===== src/rtl/hazard_pkg.sv =====
// Shared types and constants for the pipeline hazard sequencer.
package hazard_pkg;

  typedef enum logic {RUN, DIV_WAIT} hz_state_t;

  localparam logic [1:0] FWD_RF    = 2'b00;
  localparam logic [1:0] FWD_EXMEM = 2'b01;
  localparam logic [1:0] FWD_MEMWB = 2'b10;

  // The youngest producer (EX/MEM) wins when both later stages match.
  function automatic logic [1:0] fwd_sel(input logic exmem_hit, input logic memwb_hit);
    if (exmem_hit) return FWD_EXMEM;
    if (memwb_hit) return FWD_MEMWB;
    return FWD_RF;
  endfunction

endpackage


===== src/rtl/stall_counter.sv =====
// Loadable down-counter with zero flag, used to time multi-cycle EX occupancy.
module stall_counter #(
  parameter int unsigned CNT_W = 4
) (
  input  logic             clk,
  input  logic             rst,
  input  logic             i_load,
  input  logic [CNT_W-1:0] i_load_val,
  input  logic             i_dec,
  output logic             o_zero
);

  logic [CNT_W-1:0] r_cnt;

  always_ff @(posedge clk or posedge rst) begin
    if (rst) begin
      r_cnt <= '0;
    end else if (i_load) begin
      r_cnt <= i_load_val;
    end else if (i_dec) begin
      r_cnt <= r_cnt - 1'b1;
    end
  end

  assign o_zero = (r_cnt == '0);

endmodule


===== src/rtl/pipeline_hazard_ctrl.sv =====
// Central 5-stage pipeline sequencer: forwarding select, load-use bubbles, DIV hold and
// taken-branch squash. Owns every stage-buffer enable and flush.
module pipeline_hazard_ctrl
  import hazard_pkg::*;
#(
  parameter int unsigned REG_W      = 4,
  parameter int unsigned DIV_CYCLES = 8,
  parameter int unsigned CNT_W      = 4
) (
  input  logic             clk,
  input  logic             rst,
  input  logic [REG_W-1:0] i_id_ra,
  input  logic [REG_W-1:0] i_id_rb,
  input  logic             i_id_use_ra,
  input  logic             i_id_use_rb,
  input  logic             i_idex_valid,
  input  logic [REG_W-1:0] i_idex_ra,
  input  logic [REG_W-1:0] i_idex_rb,
  input  logic [REG_W-1:0] i_idex_rd,
  input  logic             i_idex_wr,
  input  logic             i_idex_is_load,
  input  logic             i_idex_is_div,
  input  logic [REG_W-1:0] i_exmem_rd,
  input  logic             i_exmem_wr,
  input  logic [REG_W-1:0] i_memwb_rd,
  input  logic             i_memwb_wr,
  input  logic             i_br_taken,
  output logic             o_en_pc,
  output logic             o_en_ifid,
  output logic             o_en_idex,
  output logic             o_en_exmem,
  output logic             o_flush_ifid,
  output logic             o_flush_idex,
  output logic             o_flush_exmem,
  output logic [1:0]       o_fwd_a,
  output logic [1:0]       o_fwd_b,
  output logic             o_div_busy
);

  // Entry cycle is spent in RUN, so the wait phase covers the remaining DIV_CYCLES-1.
  localparam logic [CNT_W-1:0] DIV_LOAD = CNT_W'(DIV_CYCLES - 2);

  hz_state_t r_state, w_state_d;
  logic      w_cnt_zero, w_div_start, w_ld_use, w_cnt_load, w_cnt_dec;

  assign w_div_start = i_idex_valid & i_idex_is_div;
  assign w_ld_use    = i_idex_valid & i_idex_is_load & i_idex_wr &
                       ((i_id_use_ra & (i_idex_rd == i_id_ra)) |
                        (i_id_use_rb & (i_idex_rd == i_id_rb)));

  assign w_cnt_load = (r_state == RUN) & ~i_br_taken & w_div_start;
  assign w_cnt_dec  = (r_state == DIV_WAIT) & ~w_cnt_zero;

  stall_counter #(
    .CNT_W (CNT_W)
  ) u_stall_counter (
    .clk        (clk),
    .rst        (rst),
    .i_load     (w_cnt_load),
    .i_load_val (DIV_LOAD),
    .i_dec      (w_cnt_dec),
    .o_zero     (w_cnt_zero)
  );

  always_ff @(posedge clk or posedge rst) begin
    if (rst) r_state <= RUN;
    else     r_state <= w_state_d;
  end

  always_comb begin
    w_state_d = r_state;
    unique case (r_state)
      RUN:      if (w_cnt_load) w_state_d = DIV_WAIT;
      DIV_WAIT: if (w_cnt_zero) w_state_d = RUN;
      default:  w_state_d = RUN;
    endcase
  end

  always_comb begin
    o_en_pc       = 1'b0;
    o_en_ifid     = 1'b0;
    o_en_idex     = 1'b0;
    o_en_exmem    = 1'b0;
    o_flush_ifid  = 1'b0;
    o_flush_idex  = 1'b0;
    o_flush_exmem = 1'b0;
    o_fwd_a       = FWD_RF;
    o_fwd_b       = FWD_RF;
    o_div_busy    = 1'b0;
    if (!rst) begin
      o_fwd_a = fwd_sel(i_exmem_wr && i_exmem_rd == i_idex_ra,
                        i_memwb_wr && i_memwb_rd == i_idex_ra);
      o_fwd_b = fwd_sel(i_exmem_wr && i_exmem_rd == i_idex_rb,
                        i_memwb_wr && i_memwb_rd == i_idex_rb);
      unique case (r_state)
        RUN: begin
          if (i_br_taken) begin
            {o_en_pc, o_en_ifid, o_en_idex, o_en_exmem} = 4'b1111;
            o_flush_ifid = 1'b1;
            o_flush_idex = 1'b1;
          end else if (w_div_start) begin
            // EX/MEM is frozen, so clear it to stop MEM replaying the older instruction.
            o_flush_exmem = 1'b1;
            o_div_busy    = 1'b1;
          end else if (w_ld_use) begin
            o_en_idex    = 1'b1;
            o_en_exmem   = 1'b1;
            o_flush_idex = 1'b1;
          end else begin
            {o_en_pc, o_en_ifid, o_en_idex, o_en_exmem} = 4'b1111;
          end
        end
        DIV_WAIT: begin
          o_div_busy = 1'b1;
          if (w_cnt_zero) begin
            {o_en_pc, o_en_ifid, o_en_idex, o_en_exmem} = 4'b1111;
          end else begin
            o_flush_exmem = 1'b1;
          end
        end
        default: ;
      endcase
    end
  end

endmodule


===== config.mk =====
export PLATFORM = sky130hd
export DESIGN_NAME = pipeline_hazard_ctrl
export DESIGN_NICKNAME = d
export VERILOG_FILES = /design/src/rtl/hazard_pkg.sv /design/src/rtl/stall_counter.sv /design/src/rtl/pipeline_hazard_ctrl.sv
export SDC_FILE = /design/constraint.sdc
export NUM_CORES = 1
export LEC_CHECK = 0
export ABC_CLOCK_PERIOD_IN_PS = 1920
export CAP_MARGIN = 40
export CORE_ASPECT_RATIO = 1.2
export CORE_UTILIZATION = 30
export DETAILED_ROUTE_END_ITERATION = 6
export GPL_ROUTABILITY_DRIVEN = 0
export PLACE_DENSITY = 0.76
export SYNTH_ARGS = -nofsm -noshare
export SYNTH_HDL_FRONTEND = slang
export SYNTH_SLANG_ARGS = --single-unit

===== constraint.sdc =====
create_clock -name clk -period 1.92 [get_ports clk]
set_input_delay 0.48 -clock clk [delete_from_list [all_inputs] [get_ports clk]]
set_output_delay 0.48 -clock clk [all_outputs]
set_load 0.03 [all_outputs]

==> impl_metrics.json <==
{
  "path_max_fanout": 2,
  "diodes": 0,
  "p_int_uw": 744.5,
  "grt_antenna_before_repair": 0,
  "report.final.setup_viol": 11,
  "grt.busiest_layer": "met2",
  "drt_iter0_markers": 9,
  "syn_nets": 125,
  "grtUsageTotal_pct": 27.27,
  "arrival_ps": 1700,
  "layout.nets": 214,
  "start_util_pct": 32.19,
  "cts_sinks": 5,
  "seqCellArea_um2": 125.1,
  "synth_area_leaders": "dfrtp_1, xor2_1, xnor2_1",
  "dp_hpwl_mm": 2.020,
  "cp.required_ps": 1440,
  "grt_pass1_vias": 1041,
  "rows": 18,
  "r2r_setup_slack_ps": 410,
  "finalWirelength_mm": 3.643,
  "rsz0062_at_grt": "yes",
  "slew_violations": 0,
  "cts-root-buf": "clkbuf_4",
  "finalCriticalPeriod_ps": 2178,
  "grt_pass1_wl_mm": 4.533,
  "yosysUniqueCellTypes": 32,
  "ctsHoldBuffers": 0,
  "holdWs_ps": 414.3,
  "ios": 51,
  "cts_buffers": 3,
  "die_x_um": 45.04,
  "vias_per_cell": 5.059,
  "htree_levels": 1,
  "fin_crit_sh_pct": 113.4,
  "max_cap_viol_count": 0,
  "grt_max_degree": 8,
  "p_total_uw": 1344,
  "clk_pin_slew_worst_paths_ps": 50,
  "grtUsageMet3_pct": 9.396,
  "clockPowerShare_pct": 10.3,
  "dp_cells": 190,
  "vdd_ir_drop_max_v": 0.0008163,
  "power_frac_seq_pct": 15.2,
  "switchingPower_uw": 599.6,
  "syn2layout_area_growth_pct": 164.7,
  "antenna_left": 0,
  "ys_ff_latch": 5,
  "seq_area_frac_synth_pct": 18.76,
  "overflow": 0,
  "setup_slack_ps": -257.9,
  "syn-cell-area_um2": 666.9,
  "status": "complete, but fails checks",
  "combinationalPowerShare_pct": 74.5,
  "clock.fmax_mhz": 459.2,
  "fillerInstances": 111,
  "synth_top_area_share_pct": 18.76,
  "cts_tree": "built",
  "synth_top_area_cell": "dfrtp_1",
  "endpoint_kind": "output pin",
  "p_per_area_nw_per_um2": 761.4,
  "setup_tns_ps": -1578,
  "die_h_um": 53.65,
  "firstDrtPassIters": 4,
  "hp-class": "in2async",
  "cts_max_path_buffers": 2,
  "path_class": "in2out",
  "postSynthAreaPerCell_um2": 7.846,
  "layout-drive-gt1-share_pct": 68.79,
  "multiInputGateArea_um2": 773.2,
  "final_common_cell": "buf_4",
  "violations": "setup timing",
  "io_buffers": 50,
  "slew_headroom_pct": 72.38,
  "tightest_slew_ps": 409.2,
  "finalHoldViolations": 0,
  "mostFrequentLayoutCells": "buf_4, buf_6, buf_2, xnor2_1, dlygate4sd2_1",
  "reg2reg_depth": 6,
  "cellLeakagePower_uw": 0.0008088,
  "p_sw_share_pct": 44.61,
  "use_met1_pct": 21.18,
  "route.detailed.wl_per_inst_um": 17.95,
  "pre_cts_ws_ps": -1132,
  "die-area_um2": 2416,
  "route.detailed.drc": 0,
  "ys_warn_count": 0,
  "clkLatencyLatePin_ps": 260,
  "synthCells": 85,
  "core_um2": 2072,
  "use_met2_pct": 52.17,
  "critPathLaunchType": "input port",
  "fin_skew_ps": 1.624,
  "vias": 1027,
  "finalNonFillerCells": 203
}
[power groups by stage]
stage	clock network (uW)	logic [uW]	registers [uW]
final	138	1000	204
after global routing	150	1060	207
after CTS	134	872	194
after detailed placement	0	795	194
after global placement	0	772	193
after floorplan	0	419	225
[state kept, by name, indices dropped and copies added (netlist names)]
register and flops:
r_state 1, u_stall_counter.r_cnt 4
[metrics by stage]
stage,util (%),instance area [um2]
floorplan,-,753.2
global placement,69.99,1450
detailed placement,69.99,1450
CTS,79.41,1645
global route,85.21,1765
finish,85.21,1765
[critical path: stages]
cell     delay, ps
buf_6           90
nor2b_4        110
a221o_1        250
or4_4          430
buf_6          140
nor2_4          70
buf_6          130
[logic make-up (layout without fill, tap and decap cells)]
| group | Yosys count | count (layout) | share of synthesized area, % |
|---|---|---|---|
| adder cells (fa/ha/maj) | 1 | 1 | 1.876 |
| AO/OA/AOI/OAI | 14 | 14 | 14.82 |
| buffers and inverters | 11 | 99 | 7.318 |
| flip-flops | 5 | 5 | 18.76 |
| AND/OR/NAND/NOR | 32 | 32 | 28.33 |
| XOR/XNOR | 22 | 22 | 28.89 |
[timing repair]
item | in CTS | in global routing
setup buffers | 7 | 3
endpoints found under the setup margin | 12 | 10
pin swaps | 32 | 17
gates resized for setup | 192 | 33
[cell usage after synthesis (all sizes together)]
| library cell | number |
|---|---|
| a211oi | 1 |
| a21oi | 1 |
| a221o | 1 |
| a22oi | 1 |
| a31oi | 2 |
| and2 | 3 |
| and3 | 1 |
| buf | 2 |
| clkbuf | 2 |
| dfrtp | 5 |
| ha | 1 |
| inv | 7 |
| nand2 | 5 |
| nand3 | 6 |
| nor2 | 6 |
| nor2b | 1 |
| nor3 | 2 |
| nor3b | 1 |
| nor4 | 2 |
| nor4b | 2 |
| o2111a | 1 |
| o211ai | 1 |
| o21ai | 3 |
| o22ai | 1 |
| o311ai | 1 |
| o31ai | 1 |
| or2 | 2 |
| or4 | 1 |
| xnor2 | 10 |
| xor2 | 12 |
[path summary, 6_finish.rpt]
kind | start | to
worst max-delay path | i_idex_rb[0] | o_fwd_b[0]
worst min-delay path | rst | r_state
worst max register to register | u_stall_counter.r_cnt[1] | u_stall_counter.r_cnt[3]
worst min register to register | u_stall_counter.r_cnt[1] | u_stall_counter.r_cnt[1]
max in group asynchronous | rst | u_stall_counter.r_cnt[1]
min in group clk | u_stall_counter.r_cnt[1] | u_stall_counter.r_cnt[1]
[cell type report]
class / instances / area share [%]
timing repair buffer: 88 / 44.01
multi-input combinational: 69 / 43.80
sequential: 5 / 7.087
tap: 30 / 2.126
clock buffer: 4 / 1.488
inverter: 7 / 1.488
[metal layers]
metal	part of all wire, %	wire length, um
met5	0	0
met4	3.8	139
met3	9.0	328
met2	57	2086
met1	30	1089
Note: power is estimated with default switching activity, not from simulation.
==> RTL change: new RTL, same settings <==
`CNT_W` is set to 4 in 2 places; all go to 5.
--- a/src/rtl/stall_counter.sv
+++ b/src/rtl/stall_counter.sv
@@ -1,5 +1,5 @@
 // Loadable down-counter with zero flag, used to time multi-cycle EX occupancy.
 module stall_counter #(
-  parameter int unsigned CNT_W = 4
+  parameter int unsigned CNT_W = 5
 ) (
   input  logic             clk,
--- a/src/rtl/pipeline_hazard_ctrl.sv
+++ b/src/rtl/pipeline_hazard_ctrl.sv
@@ -6,5 +6,5 @@
   parameter int unsigned REG_W      = 4,
   parameter int unsigned DIV_CYCLES = 8,
-  parameter int unsigned CNT_W      = 4
+  parameter int unsigned CNT_W      = 5
 ) (
   input  logic             clk,
Behaviour: no difference found for any inputs over 10 cycles, from zero or initial values and one cycle with rst high; that may be too few to reach the edited logic, so the function may still have changed.
==> RTL change against the original RTL <==
Area after synthesis up 6.0%; the run still ends with setup timing left; global-route usage down 7.9 points; wire length down 28%; sequential cell count up 1; highest routed layer unchanged; maximum frequency down 11%; total power up 3.7%; cell area down 17%; worst setup slack worse by 0.26 ns.
==> RTL change: results (changes against the original RTL) <==
Cells and area
  • Layout cells sized above 1: 54.78% (-14 points)
  • Nets: 200 (-6.5%)
  • Largest regs: u_stall_counter.r_cnt (5), r_state (1)

Timing
  • Fin Hold WS: 0.4030 ns (-0.01134 ns)
  • Final setup vio count: 6 (-5)
  • Skew final: 0.002903 ns (+0.001279 ns)
  • Crit path setup slack, layout: -0.5188 ns (-0.2609 ns)
  • Slew at the pin closest to its max-slew limit: 0.2726 ns (-0.1366 ns)

Global route
  • Vias in the first global route: 867 (-17%)
  • M2 GR Usage: 38.66% (-14 points)
  • First-pass GRT wire length: 3.553 mm (-22%)
  • Pin count of the biggest net entering global routing: 7 (-1)
  • Grt met1 use: 20.70% (-0.48 points)
  • M3 GR Usage: 1.299% (-8.1 points)
  • GRT Util Overall: 19.39% (-7.9 points)

Worst setup path
  • R2R setup slack: 0.21 ns (-0.20 ns)
  • Critical path's largest stage delay: 0.48 ns (+0.05 ns)
  • WP data arrival: 1.96 ns (+0.26 ns)
  • Slowest cell on the critical path: or4b_4
  • CP Max Fanout: 3 (+1)

Drt
  • WL/cell: 14.07 um (-22%)
  • First-pass iteration count of the detailed router: 7 (+3)
  • Avg Vias per Cell: 5.016 (-0.85%)
  • Routed vias: 938 (-8.7%)

Power
  • Pleak: 0.7071 nW (-13%)
  • Max IR drop VDD: 0.5386 mV (-34%)
  • PwrDens: 946.5 nW/um^2 (+24%)

Yosys
  • Async S/R FF share, synth: 100.0% (unchanged)
  • Register area share after synthesis: 21.24% (+2.5 points)
  • Synth top cells by count: xnor2_1, xor2_1, nand3_1
  • Unique cell type count in the Yosys netlist: 27 (-16%)
  • Syn avg cell area: 8.317 sq um (+6.0%)
  • Post-Synthesis Net Count: 126 (+0.80%)

Placement
  • Placed Instances: 179 (-5.8%)
  • Final HPWL DP: 1.876 mm (-7.1%)

Outcome
  • Status: finished, violations left
  • Failing checks: setup timing

CTS
  • CTS sink count: 6 (+1)
-- RTL change: metrics by stage --
stage	power [mW]	worst slack [ns]	TNS (ns)	area, sq um
after floorplan	0.7086	-0.4011	-1.554	742.0
final	1.394	-0.5188	-2.333	1473
after CTS	1.286	-0.5130	-2.035	1435
after global routing	1.460	-0.5816	-2.762	1473
after detailed placement	1.080	-0.6644	-4.859	1363
after global placement	1.056	-0.6301	-4.579	1363
-- RTL change: layout make-up --
type / instances / area (sq um)
Tap cell: 30 / 37.54
Timing Repair Buffer: 73 / 581.8
Sequential cell: 6 / 150.1
Multi-Input combinational cell: 71 / 665.6
Clock buffer: 3 / 22.52
Inverter: 4 / 15.01
Fill cell: 168 / 666.9
-- RTL change: where the power goes --
group,total [mW],switching (mW),internal [mW]
combinational,1.02,0.502,0.521
sequential,0.246,0.0512,0.195
clock,0.125,0.0533,0.0713
total,1.39,0.607,0.787
-- RTL change: worst reg2reg max path, delay by kind of cell (launching register included) --
kind / cells / cell delay (ns)
AND/OR/NAND/NOR: 3 / 0.70
flip-flops: 1 / 0.38
buffers and inverters: 2 / 0.24
multiplexers: 1 / 0.18
adder cells (fa/ha/maj): 1 / 0.13
-- RTL change: path summary, 6_finish.rpt --
kind | from | end | cells past startpoint
worst max-delay path | u_stall_counter.r_cnt[0] | o_en_pc | 8
worst min-delay path | rst | u_stall_counter.r_cnt[2] | 4
worst max register to register | u_stall_counter.r_cnt[0] | u_stall_counter.r_cnt[4] | 7
worst min register to register | u_stall_counter.r_cnt[4] | u_stall_counter.r_cnt[4] | 1
max in group asynchronous | rst | u_stall_counter.r_cnt[0] | 4
min in group clk | u_stall_counter.r_cnt[4] | u_stall_counter.r_cnt[4] | 1
-- RTL change: routing by layer --
metal  part of all wire, %  vias to the layer above
li1                      -                      432
met1                    35                      448
met2                    58                       50
met3                   5.1                        8
met4                   1.1                        0
met5                     0                        -
-- RTL change: timing repair --
action | 4_1_cts | 5_1_grt
gates resized for setup | 109 | 36
buffers inserted | 3 | 2
setup endpoints to repair | 12 | 11
pin swaps | 35 | 23
-- RTL change: logic make-up after synthesis --
logic type | after synthesis | share of synthesized area, %
multiplexers | 1 | 1.416
flip-flops | 6 | 21.24
adder cells (fa/ha/maj) | 2 | 3.539
AND/OR/NAND/NOR | 34 | 28.32
buffers and inverters | 8 | 5.484
AO/OA/AOI/OAI | 8 | 7.789
XOR/XNOR | 26 | 32.21
